### config.mk
export PLATFORM = sky130hd
export DESIGN_NAME = ball_motion_flat
export DESIGN_NICKNAME = d
export VERILOG_FILES = /design/src/rtl/ball_motion_if.sv /design/src/rtl/ball_motion.sv /design/src/flat_wrapper.sv
export SDC_FILE = /design/constraint.sdc
export NUM_CORES = 1
export LEC_CHECK = 0
export BUFFER_PORTS_ARGS = -buffer_cell sky130_fd_sc_hd__buf_2
export CAP_MARGIN = 20
export CORE_MARGIN = 8
export CORE_UTILIZATION = 40
export DETAILED_ROUTE_END_ITERATION = 10
export PLACE_DENSITY = 0.68
export SYNTH_ARGS = -nofsm -noshare
export SYNTH_HDL_FRONTEND = slang
export SYNTH_SLANG_ARGS = --single-unit
### constraint.sdc
create_clock -name clk -period 2.31 [get_ports clk]
set_input_delay 0.231 -clock clk [delete_from_list [all_inputs] [get_ports clk]]
set_output_delay 0.231 -clock clk [all_outputs]
set_load 0.05 [all_outputs]
### src/rtl/ball_motion_if.sv
// Signal bundle between a ball_motion instance and the game logic driving it.
interface ball_motion_if #(
  parameter int XW = 3,
  parameter int YW = 3
);
  logic          en;
  logic          serve;
  logic          endgame;
  logic          hit_l;
  logic          hit_r;
  logic [XW-1:0] x_pos;
  logic [YW-1:0] y_pos;
  logic          x_dir;
  logic          y_dir;
  logic          miss_l;
  logic          miss_r;
  logic          moving;

  modport master (
    output en, serve, endgame, hit_l, hit_r,
    input  x_pos, y_pos, x_dir, y_dir, miss_l, miss_r, moving
  );

  modport slave (
    input  en, serve, endgame, hit_l, hit_r,
    output x_pos, y_pos, x_dir, y_dir, miss_l, miss_r, moving
  );
endinterface

### src/rtl/ball_motion.sv
// Ball position/direction engine for a paddle game: serve, bounce, miss, freeze.
// Optional macro BALL_SPEEDUP_EN shortens the step period on every paddle hit.
module ball_motion #(
  parameter int WIDTH    = 8,
  parameter int HEIGHT   = 8,
  parameter int XW       = 3,
  parameter int YW       = 3,
  parameter int TICK_DIV = 1024,
  parameter int START_X  = 3,
  parameter int START_Y  = 4
) (
  input  logic          clk,
  input  logic          rst_n,
  ball_motion_if.slave  io_bus
);
  localparam int CW = $clog2(TICK_DIV + 1);

  typedef enum logic [1:0] {S_SERVE = 2'd0, S_MOVE = 2'd1, S_OVER = 2'd2} state_t;

  state_t        r_state, w_state_nxt;
  logic [CW-1:0] r_cnt, w_period;
  logic [XW-1:0] r_x, w_x_nxt;
  logic [YW-1:0] r_y, w_y_nxt;
  logic          r_xd, r_yd, w_xd_nxt, w_yd_nxt;
  logic          r_miss_l, r_miss_r;
  logic          w_run, w_tick, w_at_r, w_at_l, w_y_edge;
  logic          w_miss_l, w_miss_r, w_hit;

  // endgame overrides every other input, so it also blocks a tick
  assign w_run    = io_bus.en && !io_bus.endgame;
  assign w_tick   = w_run && (r_state == S_MOVE) && (r_cnt == w_period - CW'(1));
  assign w_at_r   = !r_xd && (r_x == XW'(WIDTH - 1));
  assign w_at_l   =  r_xd && (r_x == '0);
  assign w_y_edge = r_yd ? (r_y == '0) : (r_y == YW'(HEIGHT - 1));
  assign w_miss_r = w_tick && w_at_r && !io_bus.hit_r;
  assign w_miss_l = w_tick && w_at_l && !io_bus.hit_l;
  assign w_hit    = w_tick && ((w_at_r && io_bus.hit_r) || (w_at_l && io_bus.hit_l));

  // a bounce (or miss) flips the direction; the step then follows the new direction
  always_comb begin
    w_xd_nxt = r_xd ^ (w_at_r | w_at_l);
    w_yd_nxt = r_yd ^ w_y_edge;
    w_x_nxt  = w_xd_nxt ? r_x - XW'(1) : r_x + XW'(1);
    w_y_nxt  = w_yd_nxt ? r_y - YW'(1) : r_y + YW'(1);
  end

`ifdef BALL_SPEEDUP_EN
  localparam int STEP  = TICK_DIV / 8;
  localparam int FLOOR = TICK_DIV / 4;
  logic [CW-1:0] r_period;

  always_ff @(posedge clk or negedge rst_n) begin
    if (!rst_n) begin
      r_period <= CW'(TICK_DIV);
    end else if (io_bus.endgame || w_miss_l || w_miss_r) begin
      r_period <= CW'(TICK_DIV);
    end else if (w_hit) begin
      r_period <= (r_period >= CW'(FLOOR + STEP)) ? r_period - CW'(STEP) : CW'(FLOOR);
    end
  end
  assign w_period = r_period;
`else
  assign w_period = CW'(TICK_DIV);
`endif

  always_ff @(posedge clk or negedge rst_n) begin
    if (!rst_n) r_state <= S_SERVE;
    else        r_state <= w_state_nxt;
  end

  always_comb begin
    w_state_nxt = r_state;
    if (io_bus.endgame) begin
      w_state_nxt = S_OVER;
    end else if (io_bus.en) begin
      case (r_state)
        S_SERVE: if (io_bus.serve)          w_state_nxt = S_MOVE;
        S_MOVE:  if (w_miss_l || w_miss_r)  w_state_nxt = S_SERVE;
        S_OVER:  if (io_bus.serve)          w_state_nxt = S_SERVE;
        default:                            w_state_nxt = S_SERVE;
      endcase
    end
  end

  always_ff @(posedge clk or negedge rst_n) begin
    if (!rst_n) begin
      r_x      <= XW'(START_X);
      r_y      <= YW'(START_Y);
      r_xd     <= 1'b0;
      r_yd     <= 1'b0;
      r_cnt    <= '0;
      r_miss_l <= 1'b0;
      r_miss_r <= 1'b0;
    end else begin
      r_miss_l <= w_miss_l;
      r_miss_r <= w_miss_r;
      if (w_run) begin
        case (r_state)
          // counter is held at zero while serving, so MOVE always starts a full period
          S_SERVE: begin
            r_x   <= XW'(START_X);
            r_y   <= YW'(START_Y);
            r_cnt <= '0;
          end
          S_MOVE: begin
            if (w_tick) begin
              r_cnt <= '0;
              r_xd  <= w_xd_nxt;
              r_yd  <= w_yd_nxt;
              if (w_miss_l || w_miss_r) begin
                r_x <= XW'(START_X);
                r_y <= YW'(START_Y);
              end else begin
                r_x <= w_x_nxt;
                r_y <= w_y_nxt;
              end
            end else begin
              r_cnt <= r_cnt + CW'(1);
            end
          end
          S_OVER: begin
            if (io_bus.serve) begin
              r_x   <= XW'(START_X);
              r_y   <= YW'(START_Y);
              r_cnt <= '0;
            end
          end
          default: ;
        endcase
      end
    end
  end

  assign io_bus.x_pos  = r_x;
  assign io_bus.y_pos  = r_y;
  assign io_bus.x_dir  = r_xd;
  assign io_bus.y_dir  = r_yd;
  assign io_bus.miss_l = r_miss_l;
  assign io_bus.miss_r = r_miss_r;
  assign io_bus.moving = (r_state == S_MOVE);
endmodule

### src/flat_wrapper.sv
// flat-port wrapper written by rule: the top's interface ports become plain ports
module ball_motion_flat 
#(
  parameter int WIDTH    = 8,
  parameter int HEIGHT   = 8,
  parameter int XW       = 3,
  parameter int YW       = 3,
  parameter int TICK_DIV = 1024,
  parameter int START_X  = 3,
  parameter int START_Y  = 4
)
  (clk, rst_n, io_bus_en, io_bus_serve, io_bus_endgame, io_bus_hit_l, io_bus_hit_r, io_bus_x_pos, io_bus_y_pos, io_bus_x_dir, io_bus_y_dir, io_bus_miss_l, io_bus_miss_r, io_bus_moving);
  ball_motion_if #(.XW(XW), .YW(YW)) io_bus_i ();
  input  logic clk;
  input  logic rst_n;
  input wire logic [$bits(io_bus_i.en)-1:0] io_bus_en;
  input wire logic [$bits(io_bus_i.serve)-1:0] io_bus_serve;
  input wire logic [$bits(io_bus_i.endgame)-1:0] io_bus_endgame;
  input wire logic [$bits(io_bus_i.hit_l)-1:0] io_bus_hit_l;
  input wire logic [$bits(io_bus_i.hit_r)-1:0] io_bus_hit_r;
  output wire logic [$bits(io_bus_i.x_pos)-1:0] io_bus_x_pos;
  output wire logic [$bits(io_bus_i.y_pos)-1:0] io_bus_y_pos;
  output wire logic [$bits(io_bus_i.x_dir)-1:0] io_bus_x_dir;
  output wire logic [$bits(io_bus_i.y_dir)-1:0] io_bus_y_dir;
  output wire logic [$bits(io_bus_i.miss_l)-1:0] io_bus_miss_l;
  output wire logic [$bits(io_bus_i.miss_r)-1:0] io_bus_miss_r;
  output wire logic [$bits(io_bus_i.moving)-1:0] io_bus_moving;
  assign io_bus_i.en = io_bus_en;
  assign io_bus_i.serve = io_bus_serve;
  assign io_bus_i.endgame = io_bus_endgame;
  assign io_bus_i.hit_l = io_bus_hit_l;
  assign io_bus_i.hit_r = io_bus_hit_r;
  assign io_bus_x_pos = io_bus_i.x_pos;
  assign io_bus_y_pos = io_bus_i.y_pos;
  assign io_bus_x_dir = io_bus_i.x_dir;
  assign io_bus_y_dir = io_bus_i.y_dir;
  assign io_bus_miss_l = io_bus_i.miss_l;
  assign io_bus_miss_r = io_bus_i.miss_r;
  assign io_bus_moving = io_bus_i.moving;
  ball_motion #(.WIDTH(WIDTH), .HEIGHT(HEIGHT), .XW(XW), .YW(YW), .TICK_DIV(TICK_DIV), .START_X(START_X), .START_Y(START_Y)) u_core (.clk(clk), .rst_n(rst_n), .io_bus(io_bus_i));
endmodule
==> flow_summary.json <==
{
  "criticalPathCategory": "flip-flop to primary output",
  "setup_viol": 0,
  "relSlewSlack_pct": 65.9,
  "max_stage_delay_ps": 520,
  "slew_violations": 0,
  "ios": 18,
  "globalplace.congestion": 0.883,
  "rr_worst_depth": 5,
  "rsz0062_at_grt": "false",
  "drv_cap": 0,
  "first_global_vias": 1082,
  "ir_drop_uv": 220,
  "overflow": 0,
  "ant_nets": 0,
  "nets": 157,
  "cts_buffers": 3,
  "post-place-ws_ps": 502,
  "start_kind": "flip-flop",
  "worst_slack_ps": 426,
  "synthCells": 127,
  "worstPathArrival_ps": 1650,
  "tns_ps": 0,
  "die_h_um": 73.6,
  "holdPathStages": 2,
  "clock_latency_ps": 310,
  "synth_area_leaders": "dfrtp_1 38%, dfstp_2 5.9%, xnor2_1 4.0%",
  "rr_startpoint": "u_core.r_cnt[0]",
  "powerDensity_nw_per_um2": 432,
  "routed_via_density": 5.40,
  "cts.sinks": 23,
  "syn_avg_cell_area_um2": 10.4,
  "crit_chain": "nand2b_1, inv_1, buf_2",
  "grt_pass1_wl_um": 4800,
  "coreArea_um2": 3260,
  "post_cts_buffers": 0,
  "ys_warn_count": 0,
  "period_share_pct": 81.6,
  "tightestPinTransition_ps": 512,
  "cts_resized": 0,
  "min_to": "u_core.r_state[0]",
  "area_growth_syn_to_layout_pct": 11.5,
  "cts_tree": "done",
  "critPathMaxFanout": 10,
  "cp-end-kind": "primary output",
  "clock.fmax_mhz": 531,
  "power.total_uw": 639,
  "hp-start": "io_bus_endgame",
  "wire_per_inst_um": 14.6,
  "crit_path_top_delay_cell": "dfrtp_1",
  "clkTransAtPathRegs_ps": 130,
  "core.rowCount": 21,
  "htreeDepth": 1,
  "synth-seq-cells": 23,
  "wl_um": 2810,
  "startpoint": "u_core.r_state[1]",
  "final_cell_mix": "20 x dfrtp_1, 17 x buf_2, 13 x nor2_1",
  "final_layout_size_suffix_gt1_share_pct": 21.9,
  "start_util_pct": 40.7,
  "hp-class": "primary input to flip-flop",
  "grt_max_degree": 24,
  "dieArea_um2": 5410,
  "fin_crit_ps": 1880,
  "antenna_found_initial": 0,
  "fin_worst_skew_ps": 3.10,
  "synth_nets": 137,
  "hold_viol_final": 0,
  "fin_area_um2": 1480,
  "port_buffers": 17,
  "yosysSeqAreaShare_pct": 43.7,
  "regArea_um2": 579,
  "p_leak_nw": 0.659,
  "drtIter0Drc": 65,
  "r2r-end": "u_core.io_bus.y_pos[0]",
  "yosysUniqueCellTypes": 40,
  "drc": 0,
  "status": "complete, no violations",
  "r2r_slack_ps": 480,
  "required_ps": 2080,
  "utilization_pct": 45.4,
  "netlist_area_um2": 1330,
  "fp.dieW_um": 73.6,
  "gr-usage-all-layers_pct": 11.2,
  "place_hpwl_um": 2090,
  "clockRootBuffer": "clkbuf_4",
  "first_pass_iters": 4,
  "dpl_cell_area_um2": 1440,
  "mostFrequentLayoutCell": "dfrtp_1",
  "diodes": 0,
  "clock_path_buffers": 2,
  "multiInputGateArea_um2": 693,
  "fillers": 334,
  "synth_top_area_share_pct": 37.8,
  "yosys.area.top_type": "dfrtp_1",
  "vias": 1036
}
[registers in the layout, summed over array words and instances, names as in the netlist]
signal                cells
u_core.io_bus.x_pos       3
u_core.io_bus.y_dir       1
u_core.io_bus.x_dir       1
u_core.io_bus.y_pos       3
u_core.r_cnt             11
u_core.r_state            2
u_core.io_bus.miss_l      1
u_core.io_bus.miss_r      1
[synth_stat cells]
library cell	n
nand3b_4	1
nand2_1	6
mux2_4	1
o21a_1	1
and4bb_1	1
fa_1	2
inv_1	7
or4_1	1
nor2_1	13
nand4_1	5
nor3_4	1
buf_6	1
a21o_1	4
dfstp_2	3
xnor2_1	6
mux2i_1	2
dfrtp_1	20
and3_1	1
ha_1	1
o22ai_1	4
a211oi_1	3
nand3_1	4
a21boi_0	1
o22a_1	2
mux2_2	1
nand2b_4	1
a31oi_1	2
a2111oi_2	2
buf_4	2
and4_1	1
nand3b_1	1
a21oi_1	6
o41ai_1	2
o31ai_1	1
a21bo_2	1
nand2b_1	4
nand4_4	1
and3b_1	1
o2bb2ai_1	1
o21ai_0	9
[how the worst max path moves through the flow]
stage,end,slack [ps],depth (start not counted)
final,io_bus_moving,430,3
after global routing,io_bus_moving,340,3
after CTS,io_bus_moving,420,3
after detailed placement,u_core.io_bus.y_pos[0],500,5
after global placement,u_core.io_bus.x_pos[0],600,5
after floorplan,u_core.io_bus.x_pos[1],550,4
[final cells by class]
class	instances	share of cell area, %
inverter	7	1.78
tap	46	3.89
multi-input combinational	94	46.9
clock buffer	4	1.78
sequential	23	39.2
timing repair buffer	18	6.44
[power by group]
part | internal [mW] | switching, mW
registers | 0.405 | 0.00540
clock network | 0.0675 | 0.122
logic | 0.0139 | 0.0250
[metal layers]
layer	up-vias	global-route usage, %	share of wire, %
li1	507	-	-
met1	482	14.0	45
met2	37	17.2	48
met3	10	2.73	5.1
met4	0	6.43	2.7
met5	-	0	0
[through the flow]
stage          hold WS, ps  instances
2_1_floorplan        -64.6        127
3_3_place_gp           226        187
3_5_place_dp           237        187
4_1_cts                110        192
5_1_grt                117        192
6_report               119        192
[cell families after synthesis]
logic type               share of synthesized area, %
AO/OA/AOI/OAI                                    20.5
XOR/XNOR                                         3.97
adder cells (fa/ha/maj)                          3.97
buffers and inverters                            3.97
flip-flops                                       43.7
multiplexers                                     3.49
AND/OR/NAND/NOR                                  20.4
[what timing repair did]
item,4_1_cts,5_1_grt
hold buffers,1,0
setup endpoints to repair,0,0
endpoints found under the hold margin,20,0
[critical path, delay by kind of cell (launching register included)]
family,cells,cell delay (ps)
buffers and inverters,2,490
flip-flops,1,520
AND/OR/NAND/NOR,1,320
Note: power is estimated with default switching activity, not from simulation.
